## src/rtl/seq_sub64.sv

```systemverilog
// ----------------------------------------------------------------------------
// seq_sub64 -- multi-cycle subtractor, diff = a - b - bin (mod 2^WIDTH)
//
// Handles one SLICE_W-bit slice per clock, least-significant slice first.
// The borrow between slices is carried in a register. This is the
// area-reduced inverse path next to the combinational CLA adder.
//
// Ports
//   clk    in   rising-edge clock
//   rst    in   asynchronous, active-high reset
//   start  in   request, accepted only while ready=1
//   in_a   in   minuend, sampled on the accepting edge
//   in_b   in   subtrahend, sampled on the accepting edge
//   bin    in   borrow-in, sampled on the accepting edge
//   ready  out  high in IDLE only
//   busy   out  high in RUN
//   done   out  one-cycle pulse; result and flags are valid from here on
//   diff   out  result register
//   bout   out  final borrow-out (unsigned in_a < in_b + bin)
//   zero   out  diff == 0
//   ovf    out  signed overflow of the subtraction
// ----------------------------------------------------------------------------
module seq_sub64 #(
    parameter int WIDTH   = 64,
    parameter int SLICE_W = 16
) (
    input  logic             clk,
    input  logic             rst,
    input  logic             start,
    input  logic [WIDTH-1:0] in_a,
    input  logic [WIDTH-1:0] in_b,
    input  logic             bin,
    output logic             ready,
    output logic             busy,
    output logic             done,
    output logic [WIDTH-1:0] diff,
    output logic             bout,
    output logic             zero,
    output logic             ovf
);

    localparam int NSLICE = WIDTH / SLICE_W;
    // A one-slice build still needs a one-bit counter to stay well-formed.
    localparam int CW = (NSLICE > 1) ? $clog2(NSLICE) : 1;
    localparam logic [CW-1:0] LAST_SLICE = CW'(NSLICE - 1);

    typedef enum logic [1:0] {
        S_IDLE = 2'd0,
        S_RUN  = 2'd1,
        S_DONE = 2'd2
    } state_t;

    state_t              state_r;
    state_t              state_next_s;
    logic [CW-1:0]       cnt_r;
    logic [WIDTH-1:0]    a_r;
    logic [WIDTH-1:0]    b_r;
    logic [WIDTH-1:0]    work_r;
    logic                borrow_r;
    logic [WIDTH-1:0]    diff_r;
    logic                bout_r;
    logic                zero_r;
    logic                ovf_r;

    logic [SLICE_W-1:0]  a_slice_s;
    logic [SLICE_W-1:0]  b_slice_s;
    logic [SLICE_W:0]    sum_s;
    logic                borrow_next_s;
    logic [WIDTH-1:0]    work_next_s;
    logic                last_slice_s;

    assign last_slice_s = (cnt_r == LAST_SLICE);

    // Slice arithmetic: a - b - borrow done as a + ~b + ~borrow, borrow = ~carry.
    always_comb begin
        a_slice_s   = a_r[cnt_r*SLICE_W +: SLICE_W];
        b_slice_s   = b_r[cnt_r*SLICE_W +: SLICE_W];
        sum_s       = {1'b0, a_slice_s} + {1'b0, ~b_slice_s}
                    + {{SLICE_W{1'b0}}, ~borrow_r};
        borrow_next_s = ~sum_s[SLICE_W];
        work_next_s = work_r;
        work_next_s[cnt_r*SLICE_W +: SLICE_W] = sum_s[SLICE_W-1:0];
    end

    // Next-state decode for the IDLE/RUN/DONE sequence.
    always_comb begin
        state_next_s = state_r;
        case (state_r)
            S_IDLE: begin
                if (start) begin
                    state_next_s = S_RUN;
                end else begin
                    state_next_s = S_IDLE;
                end
            end
            S_RUN: begin
                if (last_slice_s) begin
                    state_next_s = S_DONE;
                end else begin
                    state_next_s = S_RUN;
                end
            end
            S_DONE:  state_next_s = S_IDLE;
            default: state_next_s = S_IDLE;
        endcase
    end

    // State register.
    always_ff @(posedge clk or posedge rst) begin
        if (rst) begin
            state_r <= S_IDLE;
        end else begin
            state_r <= state_next_s;
        end
    end

    // Operand latch, slice walk and result/flag registers.
    always_ff @(posedge clk or posedge rst) begin
        if (rst) begin
            cnt_r    <= {CW{1'b0}};
            a_r      <= {WIDTH{1'b0}};
            b_r      <= {WIDTH{1'b0}};
            work_r   <= {WIDTH{1'b0}};
            borrow_r <= 1'b0;
            diff_r   <= {WIDTH{1'b0}};
            bout_r   <= 1'b0;
            zero_r   <= 1'b0;
            ovf_r    <= 1'b0;
        end else begin
            case (state_r)
                S_IDLE: begin
                    if (start) begin
                        a_r      <= in_a;
                        b_r      <= in_b;
                        borrow_r <= bin;
                        cnt_r    <= {CW{1'b0}};
                    end
                end
                S_RUN: begin
                    work_r   <= work_next_s;
                    borrow_r <= borrow_next_s;
                    cnt_r    <= cnt_r + CW'(1);
                    // Results stay frozen until the final slice lands.
                    if (last_slice_s) begin
                        diff_r <= work_next_s;
                        bout_r <= borrow_next_s;
                        zero_r <= (work_next_s == {WIDTH{1'b0}});
                        ovf_r  <= (a_r[WIDTH-1] != b_r[WIDTH-1]) &&
                                  (work_next_s[WIDTH-1] != a_r[WIDTH-1]);
                    end
                end
                S_DONE: begin
                    cnt_r <= cnt_r;
                end
                default: begin
                    cnt_r <= {CW{1'b0}};
                end
            endcase
        end
    end

    assign ready = (state_r == S_IDLE);
    assign busy  = (state_r == S_RUN);
    assign done  = (state_r == S_DONE);
    assign diff  = diff_r;
    assign bout  = bout_r;
    assign zero  = zero_r;
    assign ovf   = ovf_r;

endmodule

```

## config.mk

```make
export PLATFORM = sky130hd
export DESIGN_NAME = seq_sub64
export DESIGN_NICKNAME = d
export VERILOG_FILES = /design/src/rtl/seq_sub64.sv
export SDC_FILE = /design/constraint.sdc
export NUM_CORES = 1
export LEC_CHECK = 0
export ABC_AREA = 0
export CAP_MARGIN = 20
export CORE_ASPECT_RATIO = 0.6
export CORE_MARGIN = 2
export CORE_UTILIZATION = 30
export DETAILED_ROUTE_END_ITERATION = 7
export PLACE_DENSITY = 0.62
export SLEW_MARGIN = 10
export SYNTH_ARGS = -nofsm -noshare
export SYNTH_HDL_FRONTEND = slang
export SYNTH_SLANG_ARGS = --single-unit
```

## constraint.sdc

```tcl
create_clock -name clk -period 13 [get_ports clk]
set_input_delay 3.9 -clock clk [delete_from_list [all_inputs] [get_ports clk]]
set_output_delay 3.9 -clock clk [all_outputs]
set_load 0.005 [all_outputs]
```

==> out/metrics.csv <==
stage,metric,value,unit
run_status,status,"finished, final reports clean",
clocking,CTS tree,done,
detailed_routing,via count,9219,
synth,post-synthesis compound-gate area fraction,15.5,%
synth,dominant cells by area after synthesis,"dfrtp_1 53%, mux2_2 12%, mux4_2 5.8%, a22o_1 3.5%, o21ai_0 3.5%",
floorplanning,die area,43300,um2
placement,dpl hpwl,25.8,mm
sta,Final Critical Period,6.41,ns
run,Max-Cap Viols,0,
layout,share of cells above drive strength 1,19.0,%
synth,yosys synthesis warning count,0,
placement,I/O Buffers,201,
synth,Yosys cell types,69,
synth,top cell type's share of synthesized area,53.0,%
clocking,post-CTS resize count,0,
synth,Synth async-reset ratio,100,%
sta,Setup Viol. Count Final,0,
sta,Rel. slew slack,18.2,%
global_routing,largest net degree at the start of global routing,127,
sta,final worst-path cycle share,49.3,%
sta,Hold Fails Final Rpt,0,
clocking,clock tree sinks,264,
worst_setup_path,Crit Path Category,flop to primary output,
detailed_routing,vias per cell,5.12,
synth,XOR/XNOR share of the synthesized area,0.421,%
detailed_routing,WL/cell,20.0,um
synth,"EDFF count, synth",0,
global_routing,global-route wire length before repair,56.2,mm
detailed_routing,number of remaining DRC errors,0,
detailed_routing,DRT iter0 DRCs,739,
worst_setup_path,"critical path fanouts, max",33,
clocking,Post-CTS Setup Bufs,0,
worst_setup_path,slack of the worst reg-to-reg path,8.26,ns
worst_setup_path,"slowest stage cell, crit path",clkdlybuf4s50_1,
synth,post-synthesis sequential area ratio,53.0,%
worst_setup_path,Worst path max stage delay,0.64,ns
clocking,hold buffer count at CTS,0,
worst_hold_path,hold path start,diff[27],
worst_setup_path,Critical R2R Launch,cnt_r[0],
worst_setup_path,Setup crit start kind,flop,
global_routing,GRT Total Usage,16.7,%
clocking,CTS Buf Count,27,
detailed_routing,First-pass DRT Iterations,5,
worst_hold_path,Hold Path Cell Cnt,2,
global_routing,initial antenna violation count,1,
synth,syn nets,1201,
synth,syn_area_per_cell,11.9,um2
synth,largest family of logic cells by synthesized area,multiplexers,
floorplanning,I/O Pins,202,
synth,most frequent cell after synthesis,dfrtp_1,
layout,P&R area growth vs syn,27.8,%
worst_setup_path,crit path capture type,primary output,
synth,Yosys reg bits,264,
worst_setup_path,Critical Path RT,9.10,ns
worst_setup_path,critical path data arrival time,2.51,ns
worst_hold_path,hold crit path type,flop to flop,
layout,Fillers,3906,
synth,Synth Instances,1046,
worst_setup_path,RR Endpoint,diff[62],
synth,Post-Synth Simple-Gate Area,7.68,%
worst_setup_path,crit-path leading delay family,buffers and inverters,
sta,RSZ-0062 raised after global routing,no,
worst_setup_path,CP cell instances,"nand2b_1, buf_4, inv_1, clkdlybuf4s50_1",
synth,mux share of post-synthesis cell area,17.7,%
clocking,Worst-path clk slew,0.06,ns
synth,Synth area leader,dfrtp_1,
sta,worst slew pin tran,1.23,ns
clocking,H-tree depth,1,
floorplanning,Starting Density,30.6,%
synth,main flop type after synthesis,dfrtp_1,
global_routing,vias in the first global route,9399,
floorplanning,CORE AREA,40700,um2
sta,worst clock skew,0.0110,ns
floorplanning,Die Span X,267,um
clocking,Worst-Skew Late Latency,0.55,ns
detailed_routing,remaining antenna violation count,0,
synth,Post-Synthesis Cell Area,12500,um2
layout,fin nets,1380,
floorplanning,row count,57,
synth,commonest cells in the netlist,"264 x dfrtp_1, 130 x mux2_2, 96 x nand2_1, 87 x o21ai_0, 58 x clkbuf_1",
global_routing,aggregate global routing overflow,0,
placement,GP Congestion,0.847,
sta,fmax,0.156,GHz
worst_hold_path,Worst Hold End,diff[27],
clocking,clk buf depth,3,
sta,TNS Setup,0,ns
synth,Post-Synth Adder-Cell Area,2.43,%
detailed_routing,Routed WL,35.9,mm
worst_setup_path,worst reg2reg path depth,10,
clocking,CTS root buffer,clkbuf_16,
worst_setup_path,Bufs and invs on worst path,3,
floorplanning,Die Ht,162,um
sta,fin. max-slew vios,0,
## stage by stage
stage | setup slack (ns) | std cells | area, um2 | hold slack [ns] | utilization [%]
floorplan | 1.83 | 1046 | 12500 | 0.442 | -
global route | 6.48 | 1798 | 15900 | 0.499 | 39.1
finish | 6.59 | 1800 | 15900 | 0.473 | 39.1
global placement | 6.36 | 1752 | 15000 | 0.457 | 36.9
detailed placement | 6.30 | 1752 | 15000 | 0.467 | 36.9
CTS | 6.58 | 1794 | 15900 | 0.481 | 38.9
## layout by cell type, fill, tap and decap left out, types with 3 or more instances in the layout
cell type and count:
a211oi_1 3, xnor2_1 4, mux2_2 130, clkbuf_16 27, mux4_2 32, a21o_1 10
o32ai_1 3, nand4_1 7, ha_1 21, clkbuf_8 5, nand2_1 95, buf_4 14
a21oi_1 23, dfrtp_1 262, and3_1 4, o21ai_0 87, a31oi_1 6, nand2b_1 10
nand3_1 4, nor2_1 31, a22o_1 50, a22oi_1 54, o22ai_1 5, inv_1 37
nor4_1 10, nor3_1 13, and2_1 3, clkbuf_1 5, o21a_1 6, clkdlybuf4s50_1 201
nor2b_1 9
## logic make-up after synthesis
kind of cell | after synthesis
AOI/OAI and AO/OA | 279
DFF | 264
and+or+nand+nor | 203
muxes | 164
buffers and inverters | 107
adders and majority gates | 23
xor gates and xnor gates | 6
## area by class of cell
cell class                      count  area, um2  share of cell area [%]
Sequential cell                   264       6610                    41.5
Multi-Input combinational cell    675       5470                    34.3
Timing Repair Buffer              217       2170                    13.6
Clock buffer                       37        763                    4.79
Tap cell                          560        701                    4.40
Inverter                           40        158                   0.989
Clock inverter                      5       56.3                   0.353
Antenna cell                        2       5.00                  0.0314
## worst reg2reg max path, delay by kind of cell, from the launching register on
family | cells | cell delay, ns
AO/OA/AOI/OAI | 4 | 1.15
XOR/XNOR | 1 | 0.85
adder cells (fa/ha/maj) | 1 | 0.46
buffers and inverters | 1 | 0.53
flip-flops | 1 | 0.76
multiplexers | 1 | 0.64
AND/OR/NAND/NOR | 2 | 0.27
## per-layer routing
| layer | up-vias | wire length [um] | share of wire [%] | GRT usage, % |
|---|---|---|---|---|
| li1 | 4215 | - | - | - |
| met1 | 4653 | 17000 | 47 | 24.4 |
| met2 | 292 | 15400 | 43 | 24.5 |
| met3 | 59 | 2790 | 7.8 | 4.70 |
| met4 | 0 | 763 | 2.1 | 3.65 |
| met5 | - | 0 | 0 | 0 |
## registers in the layout, indices dropped and copies added, names as in the netlist
register  cells
b_r          64
zero          1
borrow_r      1
work_r       64
cnt_r         2
bout          1
ovf           1
a_r          64
state_r       2
diff         64
## how the worst max path moves through the flow
stage,start,to,cells past startpoint
2_1_floorplan,rst,a_r[0],1
6_report,state_r[0],busy,4
5_1_grt,state_r[0],busy,4
4_1_cts,state_r[0],busy,4
3_5_place_dp,start,a_r[11],6
3_3_place_gp,start,a_r[28],6
Power is left out: the tool's default activity adds up to more than one toggle a clock period on the data nets, which glitch-free logic cannot reach.
